`src/rtl/ahbtoaxi_handshake_tx.sv`:
```
// ---------------------------------------------------------------------------
// ahbtoaxi_handshake_tx
//   Source side of a four-phase req/ack handshake that carries a payload into
//   an asynchronous destination domain. The payload is latched on acceptance
//   and held stable on data_out while req_out is high. ack_in is brought into
//   the CLK domain through a SYNC_STAGES-deep flop chain. A saturating wait
//   counter raises a sticky err flag when a handshake stalls, but the FSM
//   never aborts the handshake.
//
// Ports
//   CLK       in   source-domain clock, rising edge
//   rst       in   asynchronous active-high reset
//   send      in   one-cycle transfer request
//   din       in   payload, sampled when send is accepted
//   ack_in    in   acknowledge level from the destination (asynchronous)
//   req_out   out  request level to the destination
//   data_out  out  held payload
//   busy      out  handshake in progress
//   done      out  one-cycle completion pulse
//   ovr       out  one-cycle pulse when a send is dropped
//   err       out  sticky timeout flag
//
// state  | meaning
// IDLE   | no handshake, send accepted here
// REQ_HI | req_out high, waiting for synchronized ack to rise
// REQ_LO | req_out low, waiting for synchronized ack to fall
// ---------------------------------------------------------------------------
module ahbtoaxi_handshake_tx #(
  parameter int unsigned DATA_WIDTH     = 32,
  parameter int unsigned SYNC_STAGES    = 2,
  parameter int unsigned TIMEOUT_CYCLES = 1024
) (
  input  logic                  CLK,
  input  logic                  rst,
  input  logic                  send,
  input  logic [DATA_WIDTH-1:0] din,
  input  logic                  ack_in,
  output logic                  req_out,
  output logic [DATA_WIDTH-1:0] data_out,
  output logic                  busy,
  output logic                  done,
  output logic                  ovr,
  output logic                  err
);

  // A zero timeout still needs a legal (1-bit) counter; it is simply held at 0.
  localparam int unsigned CNT_W = (TIMEOUT_CYCLES < 1) ? 1 : $clog2(TIMEOUT_CYCLES + 1);
  localparam logic [CNT_W-1:0] CNT_MAX = CNT_W'(TIMEOUT_CYCLES);
  localparam bit TIMEOUT_EN = (TIMEOUT_CYCLES != 0);

  typedef enum logic [1:0] {
    IDLE   = 2'd0,
    REQ_HI = 2'd1,
    REQ_LO = 2'd2
  } state_e;

  state_e                 state_q;
  logic [SYNC_STAGES-1:0] sync_q;
  logic                   ack_sync;
  logic [CNT_W-1:0]       cnt_q;
  logic [CNT_W-1:0]       cnt_d;
  logic                   req_q;
  logic [DATA_WIDTH-1:0]  data_q;
  logic                   done_q;
  logic                   ovr_q;
  logic                   err_q;

  // ack synchronizer: stage 0 is the only flop that sees the raw async input.
  always_ff @(posedge CLK or posedge rst) begin
    if (rst) begin
      sync_q <= '0;
    end else begin
      sync_q <= {sync_q[SYNC_STAGES-2:0], ack_in};
    end
  end

  assign ack_sync = sync_q[SYNC_STAGES-1];

  // Saturating increment of the wait counter.
  always_comb begin
    cnt_d = cnt_q;
    if (TIMEOUT_EN && (cnt_q != CNT_MAX)) begin
      cnt_d = cnt_q + CNT_W'(1);
    end
  end

  always_ff @(posedge CLK or posedge rst) begin
    if (rst) begin
      state_q <= IDLE;
      req_q   <= 1'b0;
      data_q  <= '0;
      done_q  <= 1'b0;
      ovr_q   <= 1'b0;
      err_q   <= 1'b0;
      cnt_q   <= '0;
    end else begin
      done_q <= 1'b0;
      // A send outside IDLE is dropped and flagged; nothing else changes.
      ovr_q  <= send && (state_q != IDLE);
      case (state_q)
        IDLE: begin
          if (send) begin
            state_q <= REQ_HI;
            data_q  <= din;
            req_q   <= 1'b1;
            cnt_q   <= '0;
          end
        end
        REQ_HI: begin
          if (ack_sync) begin
            state_q <= REQ_LO;
            req_q   <= 1'b0;
            cnt_q   <= '0;
          end else begin
            cnt_q <= cnt_d;
            if (TIMEOUT_EN && (cnt_d == CNT_MAX)) err_q <= 1'b1;
          end
        end
        REQ_LO: begin
          if (!ack_sync) begin
            state_q <= IDLE;
            done_q  <= 1'b1;
          end else begin
            cnt_q <= cnt_d;
            if (TIMEOUT_EN && (cnt_d == CNT_MAX)) err_q <= 1'b1;
          end
        end
        default: begin
          state_q <= IDLE;
          req_q   <= 1'b0;
        end
      endcase
    end
  end

  assign req_out  = req_q;
  assign data_out = data_q;
  assign busy     = (state_q != IDLE);
  assign done     = done_q;
  assign ovr      = ovr_q;
  assign err      = err_q;

endmodule

```
`config.mk`:
```
export PLATFORM = sky130hd
export DESIGN_NAME = ahbtoaxi_handshake_tx
export DESIGN_NICKNAME = d
export VERILOG_FILES = /design/src/rtl/ahbtoaxi_handshake_tx.sv
export SDC_FILE = /design/constraint.sdc
export NUM_CORES = 1
export LEC_CHECK = 0
export ABC_CLOCK_PERIOD_IN_PS = 3340
export CAP_MARGIN = 20
export CORE_UTILIZATION = 51
export CTS_CLUSTER_DIAMETER = 150
export DETAILED_ROUTE_END_ITERATION = 10
export GPL_ROUTABILITY_DRIVEN = 0
export PLACE_DENSITY = 0.85
export SKIP_CTS_REPAIR_TIMING = 1
export SLEW_MARGIN = 5
export SYNTH_ARGS = -nofsm -noshare
export SYNTH_HDL_FRONTEND = slang
export SYNTH_SLANG_ARGS = --single-unit
export TNS_END_PERCENT = 100
```
`constraint.sdc`:
```
create_clock -name CLK -period 3.34 [get_ports CLK]
set_input_delay 0.668 -clock CLK [delete_from_list [all_inputs] [get_ports CLK]]
set_output_delay 0.668 -clock CLK [all_outputs]
set_load 0.02 [all_outputs]
```
After elaboration in Yosys (flattened, before gate mapping)

Cells that the tools add are included.

$add $sub $neg: 1
Multiplexer cells: 18
Bitwise gates (word level): 1
Eq/ne operators: 9
Reductions and logical operators: 10

Operators by type and width:

| cell                                          | number |
|---|---|
| 2-to-1 mux 11 bit                             | 4 |
| one-hot mux 11 bit (3 select lines)           | 1 |
| AND reduction 3 bit                           | 4 |
| adder 11 x 1 -> 11 bit, second input constant | 1 |
| == test 11 bit, second input constant         | 1 |
| inequality test 11 bit, second input constant | 1 |
| inequality test 2 bit, second input constant  | 5 |
| 2-to-1 mux 1 bit                              | 7 |
| 2-to-1 mux 2 bit                              | 3 |
| one-hot mux 2 bit (3 select lines)            | 1 |
| nonzero test 2 bit                            | 2 |
| one-hot mux 1 bit (3 select lines)            | 1 |
| nonzero test 3 bit                            | 1 |
| == test 2 x 1 -> 1 bit, second input constant | 1 |
| == test 2 bit, second input constant          | 1 |
| zero test 2 bit                               | 1 |
| one-hot mux 1 bit (2 select lines)            | 1 |
| AND reduction 2 bit                           | 1 |
| logical AND 1 bit                             | 1 |
| NOT 1 bit                                     | 1 |

Input bits: 36
Register bits after elaboration: 51
Output and inout bits: 37

Logic depth before layout (Yosys ltp)

Gate-level depths: netlist (run 1).

Word-level depth: 6
Gate-level depth with buffers: 7
Mapped depth without buffers: 6

Worst setup path before layout (run 1)

Ideal clock, no wire load.

Kind: register to register
Start: reg state_q[0]
End: reg cnt_q[5]
Setup time: 121 ps
Setup slack: 1542 ps
Stages on the path, launching flop included: 7
Required time: 3219 ps
Data arrival time: 1677 ps
Cell sequence: dfrtp_1 -> inv_1 -> ha_1 -> nor2b_4 -> nor3_1 -> o21ai_0 -> a22o_2

Word-level cells in the longest chain between the ends: 3
Elaborated cells on any way between the ends: 8
Those cells by class: eq/ne (4); mux (1); reduce/logical (3)

Ends and longest elaborated chain:

| item                                                                                | line | RTL |
|---|---|---|
| start, declared                                                                     | 57   | `state_e state_q;` |
| start signal, assigned                                                              | 89   | `state_q <= IDLE;` |
| start signal, assigned                                                              | 103  | `state_q <= REQ_HI;` |
| start signal, assigned                                                              | 111  | `state_q <= REQ_LO;` |
| == test 2 bit, or another cell as far along                                         | 100  | `case (state_q)` |
| inequality test 2 bit (no source line) / nonzero test 3 bit (equally long branches) | --   |  |
| AND reduction 3 bit (no source line)                                                | --   |  |
| end signal, assigned                                                                | 115  | `cnt_q <= cnt_d;` |
| end signal, assigned                                                                | 124  | `cnt_q <= cnt_d;` |
| end, declared                                                                       | 60   | `logic [CNT_W-1:0] cnt_q;` |

Several ways; a longest one is shown, not always the timed one.
A chain may end at the register's enable or synchronous reset.

Worst setup path after layout (run 1)

Start: reg state_q[1]
End: out busy

Word-level cells in the longest chain between the ends: 1

Ends and longest elaborated chain:

| item               | line | RTL |
|---|---|---|
| nonzero test 2 bit | 138  | `assign busy = (state_q != IDLE);` |
| end, declared      | 40   | `output logic busy,` |

No other way between the ends.

==> results of run 1 <==
## worst max-delay path, cell delays in order, from the launching register on
cell and delay, ns:
dfrtp_1 0.43, inv_1 0.08, ha_1 0.22, inv_1 0.10, clkdlybuf4s50_1 0.61
## through the flow
stage,hold WS (ns),power (mW),utilization
after floorplan,0.3312,1.786,-
after global placement,0.3383,2.337,0.6805
after detailed placement,0.3371,2.383,0.6805
after CTS,0.3713,2.827,0.7054
after global routing,0.3854,2.962,0.7054
final,0.3665,2.812,0.7054
## registers in the layout (all words and copies together), names as in the netlist
signal    count
cnt_q        11
data_out     32
done          1
err           1
ovr           1
req_out       1
state_q       2
sync_q        2
## logic make-up (layout without fill, tap and decap cells)
logic type      Yosys count  in the layout  share of synthesized area
xor+xnor                  4              4                    0.01407
compound gates           41             41                     0.1171
mux                      34             34                     0.1528
buf+inv                  22             94                    0.05628
fa+ha+maj                 6              6                    0.03015
flops                    51             51                     0.5126
simple gates             45             45                     0.1171
## power breakdown
group          internal, mW  switching [mW]  leakage, nW  total (mW)
Combinational         0.716           0.682        0.677        1.40
Clock                 0.243           0.200       0.0612       0.443
Sequential            0.847           0.124        0.630       0.971
Total                  1.81            1.01         1.37        2.81
## worst min path at each step
stage,start,to,slack (ns),cells past startpoint
2_1_floorplan,sync_q[0],sync_q[1],0.33,0
3_3_place_gp,sync_q[0],sync_q[1],0.34,0
3_5_place_dp,sync_q[0],sync_q[1],0.34,0
4_1_cts,sync_q[0],sync_q[1],0.37,0
5_1_grt,sync_q[0],sync_q[1],0.39,0
6_report,sync_q[0],sync_q[1],0.37,0
## Yosys cell counts, types with 4 or more instances
| cell type | count | area (um^2) |
|---|---|---|
| ha_1 | 6 | 75.07 |
| nor2_1 | 6 | 22.52 |
| a22o_1 | 6 | 52.55 |
| nor3_1 | 6 | 30.03 |
| o21ai_0 | 8 | 40.04 |
| dfrtp_1 | 51 | 1276 |
| nand4_1 | 4 | 25.02 |
| mux2_2 | 32 | 360.4 |
| inv_1 | 12 | 45.04 |
| xnor2_1 | 4 | 35.03 |
| a21oi_1 | 10 | 50.05 |
| nand2_1 | 8 | 30.03 |
## layer usage
metal	up-vias	share of wire	routed length (um)	global-route usage
met4	0	0.011	61	0.06318
li1	870	-	-	-
met3	8	0.054	288	0.04219
met1	922	0.41	2179	0.2670
met2	80	0.53	2831	0.3711
met5	-	0	0	0
## area by class of cell
type | count | area [um^2]
Clock inverter | 2 | 35.03
Multi-Input combinational cell | 130 | 1074
Tap cell | 67 | 83.83
Clock buffer | 6 | 82.58
Timing Repair Buffer | 74 | 735.7
Sequential cell | 51 | 1276
Inverter | 12 | 45.04
Fill cell | 344 | 1391
==> results_dict.tcl, run 1 <==
set metrics [dict create \
    regToRegEndpoint "cnt_q[10]" \
    seq_area_frac_synth 0.5126 \
    nets 316 \
    clk_pin_slew_ns 0.09 \
    std_cell_rows 25 \
    cts_sinks 51 \
    cp-end-kind "output pin" \
    timing.fmax_mhz 414.1 \
    required_ns 2.67 \
    setup_viol 0 \
    fin_crit_sh 0.7230 \
    start_util 0.5272 \
    hold_class "reg2reg" \
    grt_usage 0.2122 \
    hold_viol 0 \
    die_width_um 71.87 \
    core_area_mm2 0.004723 \
    fin_tns_setup_ns 0 \
    antenna_left 0 \
    dr.pass1.iters 4 \
    cp_max_fo 5 \
    area_growth_syn_to_layout_pct 33.82 \
    via_per_inst 5.497 \
    synth_area_per_cell_um2 12.27 \
    rr_worst_depth 5 \
    netlist_area_mm2 0.002490 \
    tightest_slew_ns 0.7101 \
    setup_slack_ns 0.9253 \
    critPathLaunchType "flip-flop" \
    drc 0 \
    ios 73 \
    portBuffers 72 \
    synthArstFlopShare 1.000 \
    ys_seq_elements 51 \
    layout_commonest_cell "clkdlybuf4s50_1" \
    dp_slack_ns 0.7729 \
    cts-root-buf "clkbuf_8" \
    leakage_nw 1.369 \
    place_area_mm2 0.003214 \
    min_period_ns 2.415 \
    antenna_found_initial 0 \
    htreeDepth 2 \
    outcome "finished, final reports clean" \
    place_inst 334 \
    tritoncts "built" \
    synth_nets 245 \
    synthCells 203 \
    wirelength_um 5361 \
    worst_skew_pair.late_latency_ns 0.30 \
    drive_above_1_share 0.1964 \
    skew_ns 0.004076 \
    design_area_mm2 0.003332 \
    maxCapViolCount 0 \
    finalNonFillerCells 342 \
    antennaDiodeCount 0 \
    critical_path.endpoint "busy" \
    dieArea_mm2 0.005165 \
    yosys_warnings 0 \
    cp-startpoint "state_q[1]" \
    rsz0062_at_grt "no" \
    maxSlewHeadroom 0.5230 \
    first_global_vias 1758 \
    overflow 0 \
    vias 1880 \
    synthFlopType "dfrtp_1" \
    dp_hpwl_um 3922 \
    drt-wirelength-per-cell_um 15.68 \
    cts_made_buffers 5 \
    critPathKind "reg2out" \
    grt_max_degree 36 \
    grt_pass1_wl_um 8438 \
    clock_path_buffers 2 \
    die_y_um 71.87 \
    slew_viol_final 0 \
    layout_common_cells "72 x clkdlybuf4s50_1, 51 x dfrtp_1, 32 x mux2_2, 11 x inv_1, 10 x a21oi_1" \
    r2r-start "cnt_q[1]" \
    ir_drop_mv 0.5499 \
    rrSetupSlack_ns 1.20 \
    drt_iter0_drc 82 \
    arrival_ns 1.75 \
    ys_types 46 \
    power_density_mw_per_mm2 844.0 \
    synth_edf_count 0 \
]
(Power assumes the default switching activity.)
==> inputs of run 2 (changes only) <==
--- a/config.mk
+++ b/config.mk
@@ -5,13 +5,13 @@
 export SDC_FILE = /design/constraint.sdc
 export NUM_CORES = 1
 export LEC_CHECK = 0
-export ABC_CLOCK_PERIOD_IN_PS = 3340
+export ABC_CLOCK_PERIOD_IN_PS = 2200
 export CAP_MARGIN = 20
-export CORE_UTILIZATION = 51
+export CORE_UTILIZATION = 43
 export CTS_CLUSTER_DIAMETER = 150
 export DETAILED_ROUTE_END_ITERATION = 10
 export GPL_ROUTABILITY_DRIVEN = 0
-export PLACE_DENSITY = 0.85
+export PLACE_DENSITY = 0.77
 export SKIP_CTS_REPAIR_TIMING = 1
 export SLEW_MARGIN = 5
 export SYNTH_ARGS = -nofsm -noshare
==> constraint.sdc (replaced) <==
create_clock -name CLK -period 2.2 [get_ports CLK]
set_input_delay 0.44 -clock CLK [delete_from_list [all_inputs] [get_ports CLK]]
set_output_delay 0.44 -clock CLK [all_outputs]
set_load 0.02 [all_outputs]
==> run 2 against run 1 <==
Net effect: combinational power up 57%; clock skew increased by 0.0048 ns; cell count grew 2.9%; sequential power is 52% higher; hold slack worse by 0.0073 ns; flip-flop and latch count did not move; sequential share of layout area is 1.0 points lower; routed wire length rose by 2.1%; power is 59% higher; largest power group unchanged.
==> results_dict.tcl, run 2 (synthesis gave the netlist of run 1 again) <==
set metrics [dict create \
    outcome "finished, final reports clean" \
    maxSlewHeadroom 0.6822 \
    dieArea_mm2 0.006099 \
    cts_made_buffers 5 \
    start_util 0.4494 \
    hold_depth 0 \
    tritoncts "built" \
    cts_sinks 51 \
    drt_iter0_drc 142 \
    clock_path_buffers 2 \
    tightest_slew_ns 0.4731 \
    hold_viol 0 \
    hold_class "reg2reg" \
    via_per_inst 5.364 \
    drt-wirelength-per-cell_um 15.55 \
    fillCellCount 451 \
    cp-end-kind "flip-flop" \
    ir_drop_mv 0.9554 \
    setup_slack_ns 0.2425 \
    r2r-start "state_q[0]" \
    overflow 0 \
    first_global_vias 2003 \
    setup_viol 0 \
    drc 0 \
    design_area_mm2 0.003426 \
    portBuffers 72 \
    slew_viol_final 0 \
    largest_register_ffs 32 \
    required_ns 2.39 \
    layout_common_cells "71 x clkdlybuf4s50_1, 51 x dfrtp_1, 32 x mux2_2, 11 x inv_1, 10 x a21oi_1" \
    core_area_mm2 0.005540 \
    rsz0062_at_grt "no" \
    ios 73 \
    antenna_left 0 \
    grt_pass1_wl_um 9363 \
    critPathLaunchType "flip-flop" \
    dp_hpwl_um 3840 \
    cp-startpoint "state_q[0]" \
    use_met2 0.3140 \
    drive_above_1_share 0.2107 \
    die_y_um 78.10 \
    die_width_um 78.10 \
    cts-root-buf "clkbuf_8" \
    grt_max_degree 52 \
    seq_area_mm2 0.001276 \
    skew_ns 0.008924 \
    leakage_nw 1.421 \
    grt_usage 0.1970 \
    dr.pass1.iters 4 \
    area_growth_syn_to_layout_pct 37.59 \
    fin_crit_sh 0.8898 \
    regToRegEndpoint "cnt_q[5]" \
    timing.fmax_mhz 510.9 \
    min_period_ns 1.957 \
    arrival_ns 2.15 \
    wirelength_um 5475 \
    place_area_mm2 0.003283 \
    antennaDiodeCount 0 \
    worst_skew_pair.late_latency_ns 0.31 \
    maxCapViolCount 0 \
    critPathKind "reg2reg" \
    critical_path.endpoint "cnt_q[5]" \
    clk_pin_slew_ns 0.09 \
    layout_commonest_cell "clkdlybuf4s50_1" \
    cp_max_fo 8 \
    dp_slack_ns 0.09729 \
    vias 1888 \
    rrSetupSlack_ns 0.24 \
    std_cell_rows 27 \
    power_density_mw_per_mm2 1303 \
    nets 321 \
    fin_tns_setup_ns 0 \
    grt_use_met3 0.07442 \
    grt_util_met1 0.2519 \
    multi_input_area_mm2 0.001074 \
    grt.busiest_layer "met2" \
    htreeDepth 2 \
    antenna_found_initial 0 \
    rr_worst_depth 6 \
    final_core_util 0.6183 \
]
==> run 2: cell types whose count changed in the layout (fill, tap and decap cells not counted) <==
cell             delta
buf_4               +3
bufinv_16           +1
clkbuf_8            -1
clkdlybuf4s50_1     -1
buf_12              +2
inv_8               +1
dlymetal6s2s_1      +1
clkinv_2            -1
==> run 2: layer usage <==
metal	routed length [um]	vias up
met5	0	-
met4	70	0
met3	493	7
met2	2530	78
met1	2382	926
li1	-	877
==> run 2: where the power goes <==
part           internal (mW)  total (mW)  switching [mW]
combinational           1.12        2.20            1.08
clock                  0.462       0.789           0.328
sequential              1.29        1.48           0.191
total                   2.87        4.46            1.59
==> run 2: worst min path at each step <==
| stage | slack (ns) | start | endpoint |
|---|---|---|---|
| finish | 0.36 | sync_q[0] | sync_q[1] |
| CTS | 0.36 | sync_q[0] | sync_q[1] |
| global route | 0.37 | sync_q[0] | sync_q[1] |
| detailed placement | 0.34 | sync_q[0] | sync_q[1] |
| floorplan | 0.33 | sync_q[0] | sync_q[1] |
| global placement | 0.33 | sync_q[0] | sync_q[1] |
==> run 2: layout make-up <==
cell class | instances | area share
Clock inverter | 3 | 0.02082
Timing Repair Buffer | 79 | 0.2337
Multi-Input combinational cell | 130 | 0.3134
Clock buffer | 5 | 0.02009
Tap cell | 72 | 0.02630
Sequential cell | 51 | 0.3725
Inverter | 12 | 0.01315
==> run 2: critical path: stages, from the launching register on <==
cell and delay, ns:
dfrtp_1 0.41, inv_1 0.08, ha_1 0.30, nor2b_4 0.17, nor3_1 0.42, o21ai_0 0.17, a22o_2 0.29
==> run 2: stage by stage <==
step,power [mW],cells,hold WS (ns)
2_1_floorplan,2.711,203,0.3312
3_3_place_gp,3.630,344,0.3320
3_5_place_dp,3.680,344,0.3355
4_1_cts,4.492,352,0.3604
5_1_grt,4.719,352,0.3692
6_report,4.464,352,0.3592
